### config.mk
export PLATFORM = sky130hd
export DESIGN_NAME = axi_dw_rd_tracker_sched_flat
export DESIGN_NICKNAME = d
export VERILOG_FILES = /design/src/rtl/axi_dw_rd_tracker_sched_pkg.sv /design/src/rtl/axi_dw_rd_tracker_sched_if.sv /design/src/rtl/axi_dw_rd_tracker_sched_free_find.sv /design/src/rtl/axi_dw_rd_tracker_sched.sv /design/src/flat_wrapper.sv
export SDC_FILE = /design/constraint.sdc
export NUM_CORES = 1
export LEC_CHECK = 0
export CAP_MARGIN = 25
export CORE_MARGIN = 2
export CORE_UTILIZATION = 57
export DETAILED_ROUTE_END_ITERATION = 8
export DONT_BUFFER_PORTS = 1
export GPL_TIMING_DRIVEN = 0
export PLACE_DENSITY = 0.75
export SLEW_MARGIN = 25
export SYNTH_ARGS = -nofsm -noshare
export SYNTH_HDL_FRONTEND = slang
export SYNTH_SLANG_ARGS = --single-unit
### constraint.sdc
create_clock -name clk_i -period 2.9 [get_ports clk_i]
set_clock_uncertainty 0.1 [all_clocks]
set_input_delay 0.58 -clock clk_i [delete_from_list [all_inputs] [get_ports clk_i]]
set_output_delay 0.58 -clock clk_i [all_outputs]
set_load 0.05 [all_outputs]
### src/rtl/axi_dw_rd_tracker_sched_pkg.sv
// rtl/axi_dw_rd_tracker_sched_pkg.sv - tracker types and sizing helper; beats field exists only with AXI_DW_SCHED_LEN_CHECK_EN
package axi_dw_sched_pkg;

  function automatic int ceil_log2(input int n);
    int r;
    r = 0;
    while ((1 << r) < n) r++;
    return (r < 1) ? 1 : r;
  endfunction

  localparam int MAX_READS = 4;
  localparam int ID_WIDTH  = 4;
  localparam int IDX_WIDTH = ceil_log2(MAX_READS);

  typedef logic [IDX_WIDTH-1:0] idx_t;

  // seq counts how many older same-ID reads must retire before this one
  typedef struct packed {
    logic                busy;
    logic [ID_WIDTH-1:0] id;
    idx_t                seq;
`ifdef AXI_DW_SCHED_LEN_CHECK_EN
    logic [7:0]          beats;
`endif
  } tracker_t;

endpackage

### src/rtl/axi_dw_rd_tracker_sched_if.sv
// rtl/axi_dw_rd_tracker_sched_if.sv - AR/R scheduling signals between upsizer paths and the tracker scheduler
interface axi_dw_rd_tracker_sched_if #(
  parameter int MaxReads = axi_dw_sched_pkg::MAX_READS,
  parameter int IdWidth  = axi_dw_sched_pkg::ID_WIDTH,
  parameter int IdxWidth = axi_dw_sched_pkg::ceil_log2(MaxReads)
);
  logic                ar_valid_i;
  logic                ar_ready_o;
  logic [IdWidth-1:0]  ar_id_i;
  logic [7:0]          ar_len_i;
  logic [IdxWidth-1:0] alloc_idx_o;
  logic                r_valid_i;
  logic                r_ready_i;
  logic [IdWidth-1:0]  r_id_i;
  logic                r_last_i;
  logic                r_sel_valid_o;
  logic [IdxWidth-1:0] r_sel_idx_o;
  logic                r_err_o;
  logic [MaxReads-1:0] busy_o;
  logic                idle_o;

  modport slave (
    input  ar_valid_i, ar_id_i, ar_len_i, r_valid_i, r_ready_i, r_id_i, r_last_i,
    output ar_ready_o, alloc_idx_o, r_sel_valid_o, r_sel_idx_o, r_err_o, busy_o, idle_o
  );

  modport master (
    output ar_valid_i, ar_id_i, ar_len_i, r_valid_i, r_ready_i, r_id_i, r_last_i,
    input  ar_ready_o, alloc_idx_o, r_sel_valid_o, r_sel_idx_o, r_err_o, busy_o, idle_o
  );
endinterface

### src/rtl/axi_dw_rd_tracker_sched_free_find.sv
// rtl/axi_dw_rd_tracker_sched_free_find.sv - lowest-index free tracker finder
module axi_dw_sched_free_find #(
  parameter int N = 4,
  parameter int W = 2
) (
  input  logic [N-1:0] busy,
  output logic [W-1:0] idx,
  output logic         any_free
);
  always_comb begin
    idx      = '0;
    any_free = 1'b0;
    for (int i = N - 1; i >= 0; i--) begin
      if (!busy[i]) begin
        idx      = W'(i);
        any_free = 1'b1;
      end
    end
  end
endmodule

### src/rtl/axi_dw_rd_tracker_sched.sv
// rtl/axi_dw_rd_tracker_sched.sv - read tracker allocation and same-ID ordered R selection; AXI_DW_SCHED_LEN_CHECK_EN adds beat counting
module axi_dw_rd_tracker_sched
  import axi_dw_sched_pkg::*;
#(
  parameter int MaxReads = MAX_READS,
  parameter int IdWidth  = ID_WIDTH,
  parameter int IdxWidth = ceil_log2(MaxReads)
) (
  input logic                     clk_i,
  input logic                     rst_i,
  axi_dw_rd_tracker_sched_if.slave bus
);
  typedef logic [IdWidth-1:0] id_t;

  tracker_t            trk [MaxReads];
  logic [MaxReads-1:0] busy;
  logic [IdxWidth-1:0] free_idx, sel_idx, new_seq;
  logic                any_free, sel_valid, ar_hs, r_hs, release_hit, len_err, err_q;
  id_t                 ar_id, r_id;

  assign ar_id = bus.ar_id_i;
  assign r_id  = bus.r_id_i;

  always_comb begin
    busy = '0;
    for (int i = 0; i < MaxReads; i++) busy[i] = trk[i].busy;
  end

  axi_dw_sched_free_find #(.N(MaxReads), .W(IdxWidth)) u_free_find (
    .busy     (busy),
    .idx      (free_idx),
    .any_free (any_free)
  );

  assign ar_hs = bus.ar_valid_i & any_free;
  assign r_hs  = bus.r_valid_i & bus.r_ready_i;

  // Only the oldest outstanding read of an ID carries seq == 0
  always_comb begin
    sel_valid = 1'b0;
    sel_idx   = '0;
    for (int i = MaxReads - 1; i >= 0; i--) begin
      if (trk[i].busy && trk[i].id == r_id && trk[i].seq == '0) begin
        sel_valid = 1'b1;
        sel_idx   = IdxWidth'(i);
      end
    end
  end

  assign release_hit = r_hs & sel_valid & bus.r_last_i;

`ifdef AXI_DW_SCHED_LEN_CHECK_EN
  assign len_err = r_hs & sel_valid &
                   (bus.r_last_i ? (trk[sel_idx].beats != 8'd0) : (trk[sel_idx].beats == 8'd0));
`else
  logic [7:0] unused_ar_len;
  assign unused_ar_len = bus.ar_len_i;
  assign len_err       = 1'b0;
`endif

  // A same-ID tracker retiring this cycle no longer counts as older
  always_comb begin
    new_seq = '0;
    for (int i = 0; i < MaxReads; i++) begin
      if (trk[i].busy && trk[i].id == ar_id && !(release_hit && sel_idx == IdxWidth'(i)))
        new_seq = new_seq + IdxWidth'(1);
    end
  end

  always_ff @(posedge clk_i) begin
    if (rst_i) begin
      for (int i = 0; i < MaxReads; i++) trk[i] <= '0;
      err_q <= 1'b0;
    end else begin
      err_q <= r_hs & (~sel_valid | len_err);
      for (int i = 0; i < MaxReads; i++) begin
        if (release_hit && sel_idx == IdxWidth'(i)) begin
          trk[i] <= '0;
        end else if (release_hit && trk[i].busy && trk[i].id == r_id) begin
          trk[i].seq <= trk[i].seq - idx_t'(1);
        end
`ifdef AXI_DW_SCHED_LEN_CHECK_EN
        if (r_hs && sel_valid && !bus.r_last_i && !len_err && sel_idx == IdxWidth'(i))
          trk[i].beats <= trk[i].beats - 8'd1;
`endif
        if (ar_hs && free_idx == IdxWidth'(i)) begin
          trk[i].busy  <= 1'b1;
          trk[i].id    <= ar_id;
          trk[i].seq   <= new_seq;
`ifdef AXI_DW_SCHED_LEN_CHECK_EN
          trk[i].beats <= bus.ar_len_i;
`endif
        end
      end
    end
  end

  assign bus.ar_ready_o    = any_free;
  assign bus.alloc_idx_o   = free_idx;
  assign bus.r_sel_valid_o = sel_valid;
  assign bus.r_sel_idx_o   = sel_idx;
  assign bus.r_err_o       = err_q;
  assign bus.busy_o        = busy;
  assign bus.idle_o        = ~|busy;
endmodule

### src/flat_wrapper.sv
// flat-port wrapper written by rule: the top's interface ports become plain ports
module axi_dw_rd_tracker_sched_flat import axi_dw_sched_pkg::*;
#(
  parameter int MaxReads = MAX_READS,
  parameter int IdWidth  = ID_WIDTH,
  parameter int IdxWidth = ceil_log2(MaxReads)
)
  (clk_i, rst_i, bus_ar_valid_i, bus_ar_id_i, bus_ar_len_i, bus_r_valid_i, bus_r_ready_i, bus_r_id_i, bus_r_last_i, bus_ar_ready_o, bus_alloc_idx_o, bus_r_sel_valid_o, bus_r_sel_idx_o, bus_r_err_o, bus_busy_o, bus_idle_o);
  axi_dw_rd_tracker_sched_if #(.MaxReads(MaxReads), .IdWidth(IdWidth), .IdxWidth(IdxWidth)) bus_i ();
  input logic clk_i;
  input logic rst_i;
  input wire logic [$bits(bus_i.ar_valid_i)-1:0] bus_ar_valid_i;
  input wire logic [$bits(bus_i.ar_id_i)-1:0] bus_ar_id_i;
  input wire logic [$bits(bus_i.ar_len_i)-1:0] bus_ar_len_i;
  input wire logic [$bits(bus_i.r_valid_i)-1:0] bus_r_valid_i;
  input wire logic [$bits(bus_i.r_ready_i)-1:0] bus_r_ready_i;
  input wire logic [$bits(bus_i.r_id_i)-1:0] bus_r_id_i;
  input wire logic [$bits(bus_i.r_last_i)-1:0] bus_r_last_i;
  output wire logic [$bits(bus_i.ar_ready_o)-1:0] bus_ar_ready_o;
  output wire logic [$bits(bus_i.alloc_idx_o)-1:0] bus_alloc_idx_o;
  output wire logic [$bits(bus_i.r_sel_valid_o)-1:0] bus_r_sel_valid_o;
  output wire logic [$bits(bus_i.r_sel_idx_o)-1:0] bus_r_sel_idx_o;
  output wire logic [$bits(bus_i.r_err_o)-1:0] bus_r_err_o;
  output wire logic [$bits(bus_i.busy_o)-1:0] bus_busy_o;
  output wire logic [$bits(bus_i.idle_o)-1:0] bus_idle_o;
  assign bus_i.ar_valid_i = bus_ar_valid_i;
  assign bus_i.ar_id_i = bus_ar_id_i;
  assign bus_i.ar_len_i = bus_ar_len_i;
  assign bus_i.r_valid_i = bus_r_valid_i;
  assign bus_i.r_ready_i = bus_r_ready_i;
  assign bus_i.r_id_i = bus_r_id_i;
  assign bus_i.r_last_i = bus_r_last_i;
  assign bus_ar_ready_o = bus_i.ar_ready_o;
  assign bus_alloc_idx_o = bus_i.alloc_idx_o;
  assign bus_r_sel_valid_o = bus_i.r_sel_valid_o;
  assign bus_r_sel_idx_o = bus_i.r_sel_idx_o;
  assign bus_r_err_o = bus_i.r_err_o;
  assign bus_busy_o = bus_i.busy_o;
  assign bus_idle_o = bus_i.idle_o;
  axi_dw_rd_tracker_sched #(.MaxReads(MaxReads), .IdWidth(IdWidth), .IdxWidth(IdxWidth)) u_core (.clk_i(clk_i), .rst_i(rst_i), .bus(bus_i));
endmodule
==> impl_metrics.env, run 1 <==
export IMPL_status="finished clean"
export IMPL_post_route_cell_area_um2=2420
export IMPL_pre_cts_ws_ns=-0.248
export IMPL_vdd_drop_max_uv=353
export IMPL_vias=1693
export IMPL_synthSimpleGateAreaFrac=0.265
export IMPL_utilization=0.671
export IMPL_totalWireLength_um=5180
export IMPL_fillers=281
export IMPL_antennaDiodeCount=0
export IMPL_grt_overflow=0
export IMPL_fin_ws_ns=0.0266
export IMPL_ant_nets=0
export IMPL_place_area_um2=2200
export IMPL_insertion_delay_ns=0.29
export IMPL_ys_seq_elements=29
export IMPL_grt_pass1_vias=1633
export IMPL_syn_area_um2=2110
export IMPL_drive_above_1_share=0.207
export IMPL_met3_usage=0.0660
export IMPL_core_um2=3610
export IMPL_syn_inst=213
export IMPL_synth_fa_ha_area_frac=0.0355
export IMPL_core_rowCount=22
export IMPL_cts_tree="built"
export IMPL_startpoint_type="flip-flop"
export IMPL_grt_start_max_net_pins=12
export IMPL_grt_pass1_wl_um=7880
export IMPL_ys_seq_area_frac=0.407
export IMPL_setup_violations_final=0
export IMPL_holdPathEnd="u_core.bus.r_err_o"
export IMPL_gp_congestion=0.888
export IMPL_crit_path_max_fanout=3
export IMPL_die_w_um=64.9
export IMPL_htreeDepth=2
export IMPL_hpwl_um=3700
export IMPL_relSlewSlack=0.347
export IMPL_startpoint="u_core.trk[0][2]"
export IMPL_period_share=0.991
export IMPL_synth_fp_nets=241
export IMPL_grt_use_met2=0.474
export IMPL_start_util=0.586
export IMPL_syn_area_per_cell_um2=9.92
export IMPL_synth_top_area_share=0.398
export IMPL_area_growth_pct=14.6
export IMPL_r2r_start="u_core.trk[0][2]"
export IMPL_r2r_end="u_core.trk[0][8]"
export IMPL_holdCritStartpoint="bus_r_ready_i"
export IMPL_rsz0062_at_grt="yes"
export IMPL_yosys_top_cells_area="edfxtp_1, xor2_1, and2_1"
export IMPL_synth_xor_area_share=0.144
export IMPL_clockBufferDepth=2
export IMPL_critPathArrivalTime_ns=2.93
export IMPL_tightestPinTransition_ns=0.973
export IMPL_finalMaxSlewViolations=0
export IMPL_dieArea_um2=4210
export IMPL_postSynth_asyncResetShare=0
export IMPL_fin_nets=254
export IMPL_detail_route_iter0_violations=170
export IMPL_synth_cell_types=44
export IMPL_fin_tns_setup_ns=0
export IMPL_total_power_mw=1.02
export IMPL_synth_edf_count=28
export IMPL_clk_pin_slew_worst_paths_ns=0.07
export IMPL_synthFlopType="edfxtp_1"
export IMPL_synth_compound_area_share=0.0983
export IMPL_postCtsHoldBufs=0
export IMPL_io_pins=34
export IMPL_hp_class="primary input to flip-flop"
export IMPL_p_leak_nw=0.921
export IMPL_grt_usage=0.258
export IMPL_firstDrtPassIters=4
export IMPL_r2r_setup_slack_ns=0.03
export IMPL_gr_usage_met1=0.272
export IMPL_drv_cap=0
export IMPL_synthMuxAreaShare=0
export IMPL_dp_cells=262
export IMPL_holdPathStages=2
export IMPL_hold_viol=0
export IMPL_dieHeight_um=64.9
export IMPL_worst_setup_path_end_kind="flip-flop"
export IMPL_ys_warn_count=0
export IMPL_antenna_found_initial=0
export IMPL_cts_sinks=29
export IMPL_numCtsBuffers=5
export IMPL_drcViolationCount=0
export IMPL_synth_top_family_by_area="simple AND/OR/NAND/NOR gates"
export IMPL_r2r_cells=10
export IMPL_grt_busiest_layer="met2"
export IMPL_synth_top_area_cell="edfxtp_1"
export IMPL_cp_required_ns=2.95
export IMPL_timing_hold_ws_ns=0.341
export IMPL_via_per_inst=6.16
export IMPL_path_class="flip-flop to flip-flop"
export IMPL_cts_root_buf="clkbuf_8"
export IMPL_fmax_mhz=348
export IMPL_wl_per_cell_um=18.8
export IMPL_io_buffers=0
export IMPL_period_needed_ns=2.87
export IMPL_stdcell_count=275
export IMPL_power_density_nw_per_um2=423
## per-layer routing
layer,up-vias,routed length [um]
li1,779,-
met1,822,1960
met2,69,2700
met3,23,285
met4,0,235
met5,-,0
## area by class of cell
cell class | instances | area [um^2] | share of cell area
inverter | 14 | 52.6 | 0.0217
multi-input combinational | 160 | 1260 | 0.520
timing repair buffer | 6 | 45.0 | 0.0186
sequential | 29 | 861 | 0.356
clock inverter | 3 | 22.5 | 0.00930
tap | 48 | 60.1 | 0.0248
clock buffer | 5 | 68.8 | 0.0284
buffer | 10 | 52.6 | 0.0217
## critical path, cell delays in order, from the launching register on
cell      delay (ns)
edfxtp_1        0.44
xor2_2          0.21
nor4_4          0.33
a21oi_2         0.10
nor2b_4         0.14
or2_4           0.25
ha_4            0.31
nand2_4         0.06
or3_4           0.45
a211oi_2        0.21
nand3b_1        0.14
## Yosys cell counts, types with 2 or more instances
library cell	number
nand4_1	2
and4_1	2
o22ai_1	4
o211ai_1	3
a21oi_1	4
edfxtp_1	28
nand3_1	9
xnor2_2	2
nor3_1	9
xor2_1	21
nand2b_1	7
and2_1	18
nand3b_1	4
buf_4	4
clkbuf_1	6
nor2_1	8
or2_2	2
inv_1	14
a211oi_1	3
nor4_1	3
ha_1	6
nand2_1	12
nor2b_1	4
o21ai_0	2
and3_1	7
xnor2_1	10
or3_1	2
## report_power, final
group	switching [mW]	leakage [nW]	internal (mW)	total [mW]
logic	0.113	0.585	0.0644	0.178
clock network	0.175	0.0364	0.168	0.343
registers	0.0216	0.300	0.481	0.503
## cell families (layout without fill, tap and decap cells)
family,Yosys count,after routing
AO/OA/AOI/OAI,26,26
XOR/XNOR,33,33
flip-flops,29,29
buffers and inverters,24,38
AND/OR/NAND/NOR,95,95
adder cells (fa/ha/maj),6,6
## state kept, by name, summed over array words and instances (netlist names)
signal,cells
u_core.bus.r_err_o,1
u_core.trk,28
## worst max-delay path by stage
| stage | end | slack, ns | depth (start not counted) |
|---|---|---|---|
| after global routing | u_core.trk[0][22] | -0.05 | 10 |
| after detailed placement | u_core.trk[0][15] | -0.25 | 10 |
| after CTS | u_core.trk[0][8] | 0.007 | 10 |
| final | u_core.trk[0][8] | 0.03 | 10 |
| after global placement | u_core.trk[0][15] | -0.16 | 10 |
| after floorplan | u_core.trk[0][22] | 0.02 | 10 |
## cells in the final DEF, fill, tap and decap left out, drive strengths merged, types with 2 or more instances in the layout
master,netlist,layout
a211oi,3,3
a21oi,5,5
and2,18,18
and3,7,7
and4,2,2
buf,4,10
clkbuf,6,11
clkinvlp,0,3
edfxtp,28,28
ha,6,6
inv,14,14
nand2,13,13
nand2b,7,7
nand3,9,9
nand3b,4,4
nand4,3,3
nor2,8,8
nor2b,4,4
nor3,10,10
nor4,4,4
o211ai,4,4
o21ai,2,2
o22ai,4,4
or2,2,2
or3,2,2
xnor2,12,12
xor2,21,21
## repair_timing
action                                 in CTS  in global routing
pin swaps                                   2                  9
buffers inserted                            3                  2
setup endpoints to repair                  14                  7
endpoints found under the hold margin       0                  0
resized for setup                          10                 12
No activity file was read; power rests on OpenSTA's default activity.
==> run 2, diff against run 1 <==
--- a/config.mk
+++ b/config.mk
@@ -6,12 +6,13 @@
 export NUM_CORES = 1
 export LEC_CHECK = 0
 export CAP_MARGIN = 25
+export CORE_ASPECT_RATIO = 1.25
 export CORE_MARGIN = 2
 export CORE_UTILIZATION = 57
 export DETAILED_ROUTE_END_ITERATION = 8
 export DONT_BUFFER_PORTS = 1
 export GPL_TIMING_DRIVEN = 0
-export PLACE_DENSITY = 0.75
+export PLACE_DENSITY = 0.8
 export SLEW_MARGIN = 25
 export SYNTH_ARGS = -nofsm -noshare
 export SYNTH_HDL_FRONTEND = slang
==> run 2 against run 1 <==
  * Non-clock buffer count shrank 1
  * First-iteration DRC count shrank 68%
  * Register-to-register slack gained 0.07 ns
  * Critical path depth is the same
  * Worst hold slack gained 0.013 ns
  * Fmax grew 2.4%
  * Final cell count shrank 3.6%
  * Flip-flop and latch count is the same
  * Sequential share of layout area grew 1.2 points
  * Core utilization shrank 0.51 points
  * Total power shrank 2.7%
==> impl_metrics.env, run 2 (synthesized netlist as in run 1, its figures left out) <==
export IMPL_vias=1615
export IMPL_path_class="flip-flop to flip-flop"
export IMPL_pre_cts_ws_ns=-0.187
export IMPL_final_common_cell="edfxtp_1"
export IMPL_rsz0062_at_grt="no"
export IMPL_hp_class="primary input to flip-flop"
export IMPL_layout_common_cells="edfxtp_1, xor2_1, and2_1, inv_1, nand2_1"
export IMPL_drv_cap=0
export IMPL_core_um2=3510
export IMPL_slowest_stage="edfxtp_1"
export IMPL_fmax_mhz=357
export IMPL_setup_violations_final=0
export IMPL_critPathTopFamily="simple AND/OR/NAND/NOR gates"
export IMPL_period_needed_ns=2.80
export IMPL_detail_route_iter0_violations=54
export IMPL_io_pins=34
export IMPL_r2r_setup_slack_ns=0.1
export IMPL_p_clk_frac=0.327
export IMPL_regMostFlops="u_core.trk"
export IMPL_io_buffers=0
export IMPL_path_cells="xor2_1, nor4_4, a21oi_2, nor2b_1, or2_4, ha_4, nand2_1, or3_4, a211oi_1, nand3b_1"
export IMPL_totalWireLength_um=4640
export IMPL_finalMaxSlewViolations=0
export IMPL_crit_path_max_fanout=3
export IMPL_wl_per_cell_um=17.5
export IMPL_intPower_mw=0.709
export IMPL_switching_share=0.288
export IMPL_seqPwrFrac=0.504
export IMPL_status="finished clean"
export IMPL_grt_start_max_net_pins=10
export IMPL_crit_buf_inv=0
export IMPL_vdd_drop_max_uv=449
export IMPL_clockBufferDepth=2
export IMPL_p_leak_nw=0.902
export IMPL_cts_root_buf="clkbuf_8"
export IMPL_stdcell_count=265
export IMPL_antennaDiodeCount=0
export IMPL_total_power_mw=0.997
export IMPL_die_w_um=58.5
export IMPL_holdPathStages=2
export IMPL_dieArea_um2=4210
export IMPL_ant_nets=0
export IMPL_start_util=0.601
export IMPL_cp_required_ns=2.95
export IMPL_cts_tree="built"
export IMPL_via_per_inst=6.09
export IMPL_hpwl_um=3560
export IMPL_post_route_cell_area_um2=2340
export IMPL_firstDrtPassIters=6
export IMPL_timing_hold_ws_ns=0.354
export IMPL_startpoint_type="flip-flop"
export IMPL_gp_congestion=0.886
export IMPL_clk_pin_slew_worst_paths_ns=0.07
export IMPL_period_share=0.967
export IMPL_drcViolationCount=0
export IMPL_core_rowCount=24
export IMPL_grt_pass1_wl_um=7500
export IMPL_r2r_cells=10
export IMPL_fin_tns_setup_ns=0
export IMPL_grt_overflow=0
export IMPL_dp_cells=253
export IMPL_max_stage_delay_ns=0.40
export IMPL_numCtsBuffers=5
export IMPL_utilization=0.666
export IMPL_switchingPower_mw=0.287
export IMPL_holdCritStartpoint="bus_r_ready_i"
export IMPL_fin_ws_ns=0.0951
export IMPL_grt_pass1_vias=1588
export IMPL_holdPathEnd="u_core.bus.r_err_o"
export IMPL_r2r_start="u_core.trk[0][2]"
export IMPL_insertion_delay_ns=0.29
export IMPL_largest_reg_flops=28
export IMPL_drive_above_1_share=0.168
export IMPL_place_area_um2=2200
export IMPL_critPathArrivalTime_ns=2.86
export IMPL_htreeDepth=2
export IMPL_fin_nets=253
export IMPL_worst_setup_path_end_kind="flip-flop"
export IMPL_area_growth_pct=10.8
export IMPL_combPwrFrac=0.169
export IMPL_cts_sinks=29
export IMPL_hold_viol=0
export IMPL_r2r_end="u_core.trk[0][8]"
export IMPL_antenna_found_initial=0
export IMPL_grt_usage=0.244
export IMPL_tightestPinTransition_ns=0.919
export IMPL_power_density_nw_per_um2=426
export IMPL_dieHeight_um=72.1
export IMPL_relSlewSlack=0.381
[run 2: final cells by class]
cell class              count  area (um^2)
fillers                   292         1170
inverters                  14         52.6
well taps                  39         48.8
flip-flops and latches     29          861
repair buffers              5         37.5
multi-input cells         160         1210
clock buffers               6         72.6
plain buffers              10         52.6
clock inverters             2         10.0
[run 2: per-layer routing]
| layer | GRT usage | vias up | wire [um] | part of all wire |
|---|---|---|---|---|
| met5 | 0 | - | 0 | 0 |
| met4 | 0.127 | 0 | 172 | 0.037 |
| met3 | 0.0642 | 17 | 313 | 0.067 |
| met2 | 0.416 | 64 | 2320 | 0.50 |
| met1 | 0.277 | 753 | 1830 | 0.40 |
| li1 | - | 781 | - | - |
[run 2: timing repair]
action / 4_1_cts / 5_1_grt
pin swaps: 2 / 1
hold buffers: 0 / 0
resized for setup: 3 / 6
buffers inserted: 2 / 2
setup endpoints to repair: 6 / 7
[run 2: power groups by stage]
stage                     Clock (mW)  Sequential, mW  Combinational (mW)
after detailed placement           0           0.511               0.161
after floorplan                    0           0.506               0.133
final                          0.326           0.502               0.168
after global routing           0.344           0.505               0.185
after global placement             0           0.509               0.155
after CTS                      0.327           0.502               0.164
[run 2: how the worst max path moves through the flow]
stage	cells past startpoint	startpoint	end	slack, ns
2_1_floorplan	10	bus_r_id_i[0]	u_core.trk[0][22]	0.02
3_3_place_gp	10	bus_r_id_i[0]	u_core.trk[0][8]	-0.18
3_5_place_dp	10	bus_r_id_i[0]	u_core.trk[0][22]	-0.19
4_1_cts	10	u_core.trk[0][5]	u_core.trk[0][8]	0.0002
5_1_grt	10	u_core.trk[0][2]	u_core.trk[0][22]	0.0006
6_report	10	u_core.trk[0][2]	u_core.trk[0][8]	0.1
